<file path="config.mk">
export PLATFORM = sky130hd
export DESIGN_NAME = crc_arb_flat
export DESIGN_NICKNAME = d
export VERILOG_FILES = /design/src/rtl/crc_arb_if.sv /design/src/rtl/crc_arb.sv /design/src/flat_wrapper.sv
export SDC_FILE = /design/constraint.sdc
export NUM_CORES = 1
export LEC_CHECK = 0
export CAP_MARGIN = 5
export CORE_MARGIN = 2
export CORE_UTILIZATION = 49
export CTS_BUF_LIST = sky130_fd_sc_hd__clkbuf_8
export CTS_CLUSTER_SIZE = 8
export DETAILED_ROUTE_END_ITERATION = 8
export PLACE_DENSITY = 0.78
export SETUP_SLACK_MARGIN = 0.3
export SLEW_MARGIN = 20
export SYNTH_ARGS = -nofsm -noshare
export SYNTH_HDL_FRONTEND = slang
export SYNTH_SLANG_ARGS = --single-unit
</file>
<file path="constraint.sdc">
create_clock -name clk -period 4.15 [get_ports clk]
set_clock_uncertainty 0.15 [all_clocks]
set_input_delay 0.83 -clock clk [delete_from_list [all_inputs] [get_ports clk]]
set_output_delay 0.83 -clock clk [all_outputs]
set_load 0.005 [all_outputs]
</file>
<file path="src/rtl/crc_arb_if.sv">
// Channel-side and result-side handshake bundle for crc_arb.
// The arbiter uses the slave modport; the traffic source/result sink uses master.
interface crc_arb_if #(
   parameter int DATA_WIDTH = 32,
   parameter int CRC_WIDTH  = 32,
   parameter int NUM_CH     = 4
);
   logic [NUM_CH-1:0]            s_valid;
   logic [NUM_CH-1:0]            s_ready;
   logic [NUM_CH*DATA_WIDTH-1:0] s_data;
   logic [NUM_CH-1:0]            s_last;
   logic                         res_valid;
   logic                         res_ready;
   logic [$clog2(NUM_CH)-1:0]    res_ch;
   logic [CRC_WIDTH-1:0]         res_crc;

   modport master (
      output s_valid, s_data, s_last, res_ready,
      input  s_ready, res_valid, res_ch, res_crc
   );

   modport slave (
      input  s_valid, s_data, s_last, res_ready,
      output s_ready, res_valid, res_ch, res_crc
   );
endinterface

</file>
<file path="src/rtl/crc_arb.sv">
// Round-robin arbiter that streams whole frames from NUM_CH channels into one shared
// CRC engine, loading each channel's own CRC profile and returning one result per frame.
module crc_arb #(
   parameter int DATA_WIDTH = 32,
   parameter int CRC_WIDTH  = 32,
   parameter int NUM_CH     = 4
) (
   input  logic                      clk,
   input  logic                      reset,
   crc_arb_if.slave                  bus,
   input  logic                      cfg_we,
   input  logic [$clog2(NUM_CH)-1:0] cfg_ch,
   input  logic [CRC_WIDTH:0]        cfg_poly,
   input  logic [CRC_WIDTH-1:0]      cfg_init,
   input  logic [CRC_WIDTH-1:0]      cfg_xorout,
   input  logic                      cfg_data_rev,
   input  logic                      cfg_crc_rev,
   output logic                      crc_clear,
   output logic [CRC_WIDTH-1:0]      crc_init,
   output logic [CRC_WIDTH:0]        crc_poly,
   output logic                      crc_data_rev,
   output logic                      crc_crc_rev,
   output logic [CRC_WIDTH-1:0]      crc_xorout,
   output logic [DATA_WIDTH-1:0]     crc_data,
   output logic                      crc_data_valid,
   input  logic [CRC_WIDTH-1:0]      crc_result
);
   localparam int CH_W = $clog2(NUM_CH);

   localparam logic [1:0] ST_IDLE   = 2'd0;
   localparam logic [1:0] ST_CLEAR  = 2'd1;
   localparam logic [1:0] ST_DATA   = 2'd2;
   localparam logic [1:0] ST_RESULT = 2'd3;

   function automatic logic [CH_W-1:0] rr_index(input logic [CH_W-1:0] base, input int off);
      return CH_W'((int'(base) + off) % NUM_CH);
   endfunction

   logic [1:0]           r_state;
   logic [CH_W-1:0]      r_rr_ptr;
   logic [CH_W-1:0]      r_grant;

   logic [CRC_WIDTH:0]   r_prof_poly   [NUM_CH];
   logic [CRC_WIDTH-1:0] r_prof_init   [NUM_CH];
   logic [CRC_WIDTH-1:0] r_prof_xorout [NUM_CH];
   logic [NUM_CH-1:0]    r_prof_data_rev;
   logic [NUM_CH-1:0]    r_prof_crc_rev;

   logic [CRC_WIDTH:0]   r_act_poly;
   logic [CRC_WIDTH-1:0] r_act_init;
   logic [CRC_WIDTH-1:0] r_act_xorout;
   logic                 r_act_data_rev;
   logic                 r_act_crc_rev;

   logic                  w_found;
   logic [CH_W-1:0]       w_pick;
   logic                  w_cfg_hit;
   logic                  w_beat_valid;
   logic                  w_beat_last;
   logic                  w_accept;
   logic [DATA_WIDTH-1:0] w_beat_data;

   // Round-robin pick: scan from the far end so the lowest offset from r_rr_ptr wins
   always_comb begin
      w_found = |bus.s_valid;
      w_pick  = r_rr_ptr;
      for (int i = NUM_CH - 1; i >= 0; i--) begin
         w_pick = bus.s_valid[rr_index(r_rr_ptr, i)] ? rr_index(r_rr_ptr, i) : w_pick;
      end
   end

   assign w_cfg_hit    = cfg_we && (int'(cfg_ch) < NUM_CH);
   assign w_beat_valid = bus.s_valid[r_grant];
   assign w_beat_last  = bus.s_last[r_grant];
   assign w_beat_data  = bus.s_data[int'(r_grant)*DATA_WIDTH +: DATA_WIDTH];
   assign w_accept     = (r_state == ST_DATA) && w_beat_valid;

   // Per-channel profile storage; writes land here and reach the engine only on a grant
   always_ff @(posedge clk) begin
      if (reset) begin
         for (int n = 0; n < NUM_CH; n++) begin
            r_prof_poly[n]   <= '0;
            r_prof_init[n]   <= '0;
            r_prof_xorout[n] <= '0;
         end
         r_prof_data_rev <= '0;
         r_prof_crc_rev  <= '0;
      end else if (w_cfg_hit) begin
         r_prof_poly[cfg_ch]     <= cfg_poly;
         r_prof_init[cfg_ch]     <= cfg_init;
         r_prof_xorout[cfg_ch]   <= cfg_xorout;
         r_prof_data_rev[cfg_ch] <= cfg_data_rev;
         r_prof_crc_rev[cfg_ch]  <= cfg_crc_rev;
      end
   end

   // Frame sequencer: grant, clear engine, stream beats, hold result until taken
   always_ff @(posedge clk) begin
      if (reset) begin
         r_state        <= ST_IDLE;
         r_rr_ptr       <= '0;
         r_grant        <= '0;
         r_act_poly     <= '0;
         r_act_init     <= '0;
         r_act_xorout   <= '0;
         r_act_data_rev <= 1'b0;
         r_act_crc_rev  <= 1'b0;
      end else begin
         case (r_state)
            ST_IDLE: begin
               if (w_found) begin
                  r_grant        <= w_pick;
                  r_act_poly     <= r_prof_poly[w_pick];
                  r_act_init     <= r_prof_init[w_pick];
                  r_act_xorout   <= r_prof_xorout[w_pick];
                  r_act_data_rev <= r_prof_data_rev[w_pick];
                  r_act_crc_rev  <= r_prof_crc_rev[w_pick];
                  r_state        <= ST_CLEAR;
               end
            end
            ST_CLEAR: r_state <= ST_DATA;
            ST_DATA: begin
               if (w_accept && w_beat_last) begin
                  r_state <= ST_RESULT;
               end
            end
            ST_RESULT: begin
               if (bus.res_ready) begin
                  r_rr_ptr <= rr_index(r_grant, 1);
                  r_state  <= ST_IDLE;
               end
            end
            default: r_state <= ST_IDLE;
         endcase
      end
   end

   // State-decoded handshake and engine strobes
   always_comb begin
      bus.s_ready    = '0;
      bus.res_valid  = 1'b0;
      bus.res_ch     = '0;
      crc_clear      = 1'b0;
      crc_data_valid = 1'b0;
      case (r_state)
         ST_IDLE: begin
            bus.s_ready = '0;
         end
         ST_CLEAR: begin
            crc_clear = 1'b1;
         end
         ST_DATA: begin
            bus.s_ready    = {{(NUM_CH-1){1'b0}}, 1'b1} << r_grant;
            crc_data_valid = w_beat_valid;
         end
         ST_RESULT: begin
            bus.res_valid = 1'b1;
            bus.res_ch    = r_grant;
         end
         default: begin
            bus.s_ready = '0;
         end
      endcase
   end

   assign bus.res_crc  = crc_result;
   assign crc_data     = w_beat_data;
   assign crc_init     = r_act_init;
   assign crc_poly     = r_act_poly;
   assign crc_xorout   = r_act_xorout;
   assign crc_data_rev = r_act_data_rev;
   assign crc_crc_rev  = r_act_crc_rev;
endmodule

</file>
<file path="src/flat_wrapper.sv">
// flat-port wrapper written by rule: the top's interface ports become plain ports
module crc_arb_flat 
#(
   parameter int DATA_WIDTH = 32,
   parameter int CRC_WIDTH  = 32,
   parameter int NUM_CH     = 4
)
  (clk, reset, cfg_we, cfg_ch, cfg_poly, cfg_init, cfg_xorout, cfg_data_rev, cfg_crc_rev, crc_clear, crc_init, crc_poly, crc_data_rev, crc_crc_rev, crc_xorout, crc_data, crc_data_valid, crc_result, bus_s_valid, bus_s_data, bus_s_last, bus_res_ready, bus_s_ready, bus_res_valid, bus_res_ch, bus_res_crc);
  crc_arb_if #(.DATA_WIDTH(DATA_WIDTH), .CRC_WIDTH(CRC_WIDTH), .NUM_CH(NUM_CH)) bus_i ();
  input  logic clk;
  input  logic reset;
  input  logic cfg_we;
  input  logic [$clog2(NUM_CH)-1:0] cfg_ch;
  input  logic [CRC_WIDTH:0] cfg_poly;
  input  logic [CRC_WIDTH-1:0] cfg_init;
  input  logic [CRC_WIDTH-1:0] cfg_xorout;
  input  logic cfg_data_rev;
  input  logic cfg_crc_rev;
  output logic crc_clear;
  output logic [CRC_WIDTH-1:0] crc_init;
  output logic [CRC_WIDTH:0] crc_poly;
  output logic crc_data_rev;
  output logic crc_crc_rev;
  output logic [CRC_WIDTH-1:0] crc_xorout;
  output logic [DATA_WIDTH-1:0] crc_data;
  output logic crc_data_valid;
  input  logic [CRC_WIDTH-1:0] crc_result;
  input wire logic [$bits(bus_i.s_valid)-1:0] bus_s_valid;
  input wire logic [$bits(bus_i.s_data)-1:0] bus_s_data;
  input wire logic [$bits(bus_i.s_last)-1:0] bus_s_last;
  input wire logic [$bits(bus_i.res_ready)-1:0] bus_res_ready;
  output wire logic [$bits(bus_i.s_ready)-1:0] bus_s_ready;
  output wire logic [$bits(bus_i.res_valid)-1:0] bus_res_valid;
  output wire logic [$bits(bus_i.res_ch)-1:0] bus_res_ch;
  output wire logic [$bits(bus_i.res_crc)-1:0] bus_res_crc;
  assign bus_i.s_valid = bus_s_valid;
  assign bus_i.s_data = bus_s_data;
  assign bus_i.s_last = bus_s_last;
  assign bus_i.res_ready = bus_res_ready;
  assign bus_s_ready = bus_i.s_ready;
  assign bus_res_valid = bus_i.res_valid;
  assign bus_res_ch = bus_i.res_ch;
  assign bus_res_crc = bus_i.res_crc;
  crc_arb #(.DATA_WIDTH(DATA_WIDTH), .CRC_WIDTH(CRC_WIDTH), .NUM_CH(NUM_CH)) u_core (.clk(clk), .reset(reset), .bus(bus_i), .cfg_we(cfg_we), .cfg_ch(cfg_ch), .cfg_poly(cfg_poly), .cfg_init(cfg_init), .cfg_xorout(cfg_xorout), .cfg_data_rev(cfg_data_rev), .cfg_crc_rev(cfg_crc_rev), .crc_clear(crc_clear), .crc_init(crc_init), .crc_poly(crc_poly), .crc_data_rev(crc_data_rev), .crc_crc_rev(crc_crc_rev), .crc_xorout(crc_xorout), .crc_data(crc_data), .crc_data_valid(crc_data_valid), .crc_result(crc_result));
endmodule
</file>
==> metrics.txt <==
# TYPE chip_impl_metric gauge
chip_impl_metric{name="io-pin-count",unit=""} 445
chip_impl_info{name="postSynth.topFlopCell",value="sky130_fd_sc_hd__edfxtp_1"} 1
chip_impl_metric{name="power_frac_clock",unit="%"} 29.5
chip_impl_metric{name="fillerInstances",unit=""} 3489
chip_impl_info{name="tritoncts",value="done"} 1
chip_impl_metric{name="postSynthAreaPerCell",unit="µm²"} 11.55
chip_impl_metric{name="number_of_vias_per_cell",unit=""} 6.365
chip_impl_metric{name="layout-area-overhead-vs-synth",unit="%"} 25.93
chip_impl_metric{name="fraction_of_registers_with_async_set_or_reset_after_synthesis",unit="%"} 0
chip_impl_info{name="outcome",value="completed"} 1
chip_impl_metric{name="detailedPlacementHpwl",unit="mm"} 42.81
chip_impl_metric{name="timing.fmax",unit="GHz"} 0.2775
chip_impl_metric{name="fin_worst_hold_slack",unit="ns"} 0.3246
chip_impl_info{name="rsz0062_at_grt",value="no"} 1
chip_impl_metric{name="synthXorXnorAreaFrac",unit="%"} 0
chip_impl_metric{name="power.share.sequential",unit="%"} 48.0
chip_impl_metric{name="synth_nets",unit=""} 2223
chip_impl_metric{name="critical_path_required",unit="ns"} 3.17
chip_impl_metric{name="worstSkewPairLatency",unit="ns"} 0.66
chip_impl_metric{name="setup_fix_bufs_post_cts",unit=""} 0
chip_impl_metric{name="die-width",unit="µm"} 217.9
chip_impl_metric{name="hold-path-cell-count",unit=""} 2
chip_impl_metric{name="port_buffers",unit=""} 380
chip_impl_metric{name="cts-hold-fix-buffers",unit=""} 0
chip_impl_metric{name="syn-cell-area",unit="µm²"} 22430
chip_impl_metric{name="final_layout_size_suffix_gt1_share",unit="%"} 9.023
chip_impl_metric{name="worst_slew_margin_rel",unit="%"} 46.99
chip_impl_metric{name="multi_input_gate_area_in_the_final_layout",unit="µm²"} 7216
chip_impl_metric{name="period_share",unit="%"} 86.83
chip_impl_metric{name="cts.clk_slew.worst_paths",unit="ns"} 0.06
chip_impl_metric{name="worst-path-max-fanout",unit=""} 9
chip_impl_metric{name="drt_first_pass_iters",unit=""} 6
chip_impl_info{name="post-synth-top-area-cell",value="sky130_fd_sc_hd__edfxtp_1"} 1
chip_impl_metric{name="cts_buffer_depth",unit=""} 3
chip_impl_metric{name="hold_violations",unit=""} 0
chip_impl_metric{name="timing.critical_path.arrival",unit="ns"} 2.62
chip_impl_info{name="synth_most_common_cell",value="sky130_fd_sc_hd__edfxtp_1"} 1
chip_impl_metric{name="synth.area.mux_share",unit="%"} 3.866
chip_impl_metric{name="yosys_warnings",unit=""} 0
chip_impl_metric{name="die_area",unit="µm²"} 47500
chip_impl_info{name="worst_r2r_src",value="u_core.r_state[0]"} 1
chip_impl_info{name="endpoint",value="crc_data_valid"} 1
chip_impl_metric{name="compound_gate_portion_of_the_synthesized_area",unit="%"} 11.73
chip_impl_info{name="synth_top_family_by_area",value="simple AND/OR/NAND/NOR gates"} 1
chip_impl_metric{name="max-vdd-ir-drop",unit="V"} 0.0003122
chip_impl_metric{name="leakagePower",unit="nW"} 10.45
chip_impl_metric{name="power.switching_fraction",unit="%"} 29.61
chip_impl_metric{name="netlist_instances",unit=""} 1942
chip_impl_metric{name="antenna_violating_nets_post_route",unit=""} 0
chip_impl_metric{name="number_of_global_route_vias_before_repair",unit=""} 18250
chip_impl_metric{name="slew_violations",unit=""} 0
chip_impl_metric{name="pwr-share-comb",unit="%"} 22.5
chip_impl_metric{name="power_report.internal_total",unit="mW"} 9.331
chip_impl_metric{name="clock-sinks",unit=""} 501
chip_impl_metric{name="chipHeight",unit="µm"} 217.9
chip_impl_metric{name="cts.htree.levels",unit=""} 3
chip_impl_metric{name="nets",unit=""} 2499
chip_impl_metric{name="arithmetic_cell_share_of_the_synthesized_area_counting_full_adders_half_adders_and_majority_gates",unit="%"} 0.4463
chip_impl_metric{name="power_density",unit="nW/µm²"} 469.4
chip_impl_metric{name="post-layout-total-power",unit="mW"} 13.25
chip_impl_metric{name="total_routed_length",unit="mm"} 74.32
chip_impl_metric{name="post_synth_num_cell_types",unit=""} 41
chip_impl_info{name="timing.hold.worst.class",value="register to register"} 1
chip_impl_metric{name="antenna_violations_before_repair",unit=""} 1
chip_impl_metric{name="ys_seq_area_share",unit="%"} 62.04
chip_impl_info{name="worst_path_class_setup",value="input pin to primary output"} 1
chip_impl_metric{name="floorplan.core_area",unit="µm²"} 45280
chip_impl_info{name="synthTopCellsByCount",value="sky130_fd_sc_hd__edfxtp_1, sky130_fd_sc_hd__nor2_1, sky130_fd_sc_hd__nand4_1"} 1
chip_impl_info{name="worst_r2r_endpoint",value="u_core.crc_xorout[31]"} 1
chip_impl_metric{name="place.gp.congestion",unit=""} 0.9488
chip_impl_metric{name="maxCapViolCount",unit=""} 0
chip_impl_info{name="ys_top_cells_by_area",value="sky130_fd_sc_hd__edfxtp_1, sky130_fd_sc_hd__dfxtp_1, sky130_fd_sc_hd__nand4_1"} 1
chip_impl_metric{name="tns",unit="ns"} 0
chip_impl_metric{name="route.detailed.drc",unit=""} 0
chip_impl_metric{name="gr-total-overflow",unit=""} 0
chip_impl_metric{name="setup_slack_reg_to_reg",unit="ns"} 1.50
chip_impl_metric{name="yosys.area_share.simple",unit="%"} 15.50
chip_impl_metric{name="synth_edf_count",unit=""} 388
chip_impl_metric{name="p_sw",unit="mW"} 3.924
chip_impl_info{name="setup.worst_path.end_class",value="primary output"} 1
chip_impl_metric{name="length_in_cells_of_the_worst_reg_to_reg_path",unit=""} 8
chip_impl_metric{name="wl_per_cell",unit="µm"} 25.76
chip_impl_metric{name="cts_inserted_buffers",unit=""} 80
chip_impl_metric{name="violation_count_after_the_first_detailed_route_iteration",unit=""} 2151
chip_impl_info{name="crit_path_start",value="bus_s_valid[3]"} 1
chip_impl_metric{name="tightest_slew",unit="ns"} 0.7952
chip_impl_metric{name="placementRows",unit=""} 78
chip_impl_info{name="startpoint_type",value="input pin"} 1
chip_impl_metric{name="final-seq-area",unit="µm²"} 13920
chip_impl_metric{name="min_period",unit="ns"} 3.604
chip_impl_metric{name="via_count",unit=""} 18360
chip_impl_metric{name="floorplan.initialDensity",unit="%"} 49.52
chip_impl_metric{name="wire_length_of_the_first_global_routing_pass",unit="mm"} 108.4
chip_impl_metric{name="synth.ff_latch_count",unit=""} 501
chip_impl_metric{name="setup_viol_count_final",unit=""} 0
chip_impl_metric{name="grt_start_max_net_pins",unit=""} 102
chip_impl_metric{name="synth_top_area_share",unit="%"} 51.95
chip_impl_metric{name="groute.usage.overall",unit="%"} 30.24
chip_impl_info{name="clockRootBuffer",value="sky130_fd_sc_hd__clkbuf_8"} 1
[area by class of cell]
type	instances	area share [%]
flip-flops and latches	501	49.28
multi-input cells	1103	25.55
repair buffers	431	15.90
clock buffers	90	4.386
well taps	600	2.658
inverters	101	1.342
clock inverters	57	0.8684
diodes	2	0.01772
[worst min-delay path by stage]
stage	to	slack (ns)	from
2_1_floorplan	u_core.crc_poly[27]	0.30	u_core.r_prof_poly[0][27]
3_3_place_gp	u_core.crc_init[10]	0.32	u_core.r_prof_init[0][10]
3_5_place_dp	u_core.crc_poly[20]	0.33	u_core.crc_poly[20]
4_1_cts	u_core.crc_xorout[5]	0.32	u_core.r_prof_xorout[0][5]
5_1_grt	u_core.crc_poly[10]	0.35	u_core.r_prof_poly[0][10]
6_report	u_core.crc_xorout[5]	0.32	u_core.r_prof_xorout[0][5]
[state kept, by name, summed over array words and instances (netlist names)]
name,count
u_core.r_grant,2
u_core.r_prof_init,128
u_core.crc_crc_rev,1
u_core.r_state,2
u_core.r_prof_xorout,128
u_core.crc_poly,33
u_core.r_prof_poly,132
u_core.crc_init,32
u_core.r_prof_data_rev,4
u_core.r_prof_crc_rev,4
u_core.r_rr_ptr,2
u_core.crc_xorout,32
u_core.crc_data_rev,1
[layer usage]
metal,global-route usage [%],vias up,wire length (µm)
met1,35.36,8932,25150
met3,6.485,210,8342
met2,49.96,1344,35990
met4,20.59,2,4790
met5,0.7292,-,48
li1,-,7875,-
[power groups by stage]
stage | Combinational, mW | Clock, mW | Sequential [mW]
floorplan | 1.35 | 0 | 6.32
global placement | 2.88 | 0 | 6.42
detailed placement | 2.95 | 0 | 6.43
CTS | 2.96 | 3.96 | 6.34
global route | 3.14 | 4.18 | 6.38
finish | 2.99 | 3.91 | 6.36
[logic make-up after synthesis]
| family | Yosys count |
|---|---|
| AOI/OAI and AO/OA | 316 |
| buffers and inverters | 338 |
| and+or+nand+nor | 735 |
| muxes | 44 |
| adders and majority gates | 8 |
| DFF | 501 |
[through the flow]
stage          utilization (%)  area [µm²]  worst slack, ns  cells
3_5_place_dp             59.07       26750           0.4933   2736
5_1_grt                  62.36       28240           0.4656   2884
3_3_place_gp             59.07       26750           0.5722   2736
2_1_floorplan                -       22440            1.195   1942
4_1_cts                  62.35       28230           0.3652   2883
6_report                 62.36       28240           0.5465   2885
[placed cells by master (no fill, tap or decap), types with 3 or more instances in the layout]
master,instances
sky130_fd_sc_hd__a211o_1,97
sky130_fd_sc_hd__a21oi_1,4
sky130_fd_sc_hd__a32oi_1,97
sky130_fd_sc_hd__and2_1,7
sky130_fd_sc_hd__buf_12,24
sky130_fd_sc_hd__buf_4,26
sky130_fd_sc_hd__clkbuf_8,90
sky130_fd_sc_hd__clkdlybuf4s50_1,380
sky130_fd_sc_hd__clkinvlp_4,4
sky130_fd_sc_hd__dfxtp_1,111
sky130_fd_sc_hd__edfxtp_1,388
sky130_fd_sc_hd__ha_1,8
sky130_fd_sc_hd__inv_1,148
sky130_fd_sc_hd__inv_6,3
sky130_fd_sc_hd__mux2i_1,9
sky130_fd_sc_hd__mux4_2,34
sky130_fd_sc_hd__nand2_1,102
sky130_fd_sc_hd__nand2b_4,5
sky130_fd_sc_hd__nand3_1,99
sky130_fd_sc_hd__nand4_1,196
sky130_fd_sc_hd__nor2_1,304
sky130_fd_sc_hd__nor2b_1,5
sky130_fd_sc_hd__o211ai_1,4
sky130_fd_sc_hd__o31ai_1,99
[what timing repair did]
| action | in CTS | in global routing |
|---|---|---|
| endpoints found under the hold margin | 0 | 0 |
| setup endpoints to repair | 0 | 1 |
| gates resized for setup | 0 | 1 |
[worst max-delay path: stages]
cell and delay [ns]:
sky130_fd_sc_hd__clkdlybuf4s50_1 0.61, sky130_fd_sc_hd__mux4_2 0.56, sky130_fd_sc_hd__and2_1 0.17, sky130_fd_sc_hd__clkdlybuf4s50_1 0.44
(Power assumes the default switching activity.)
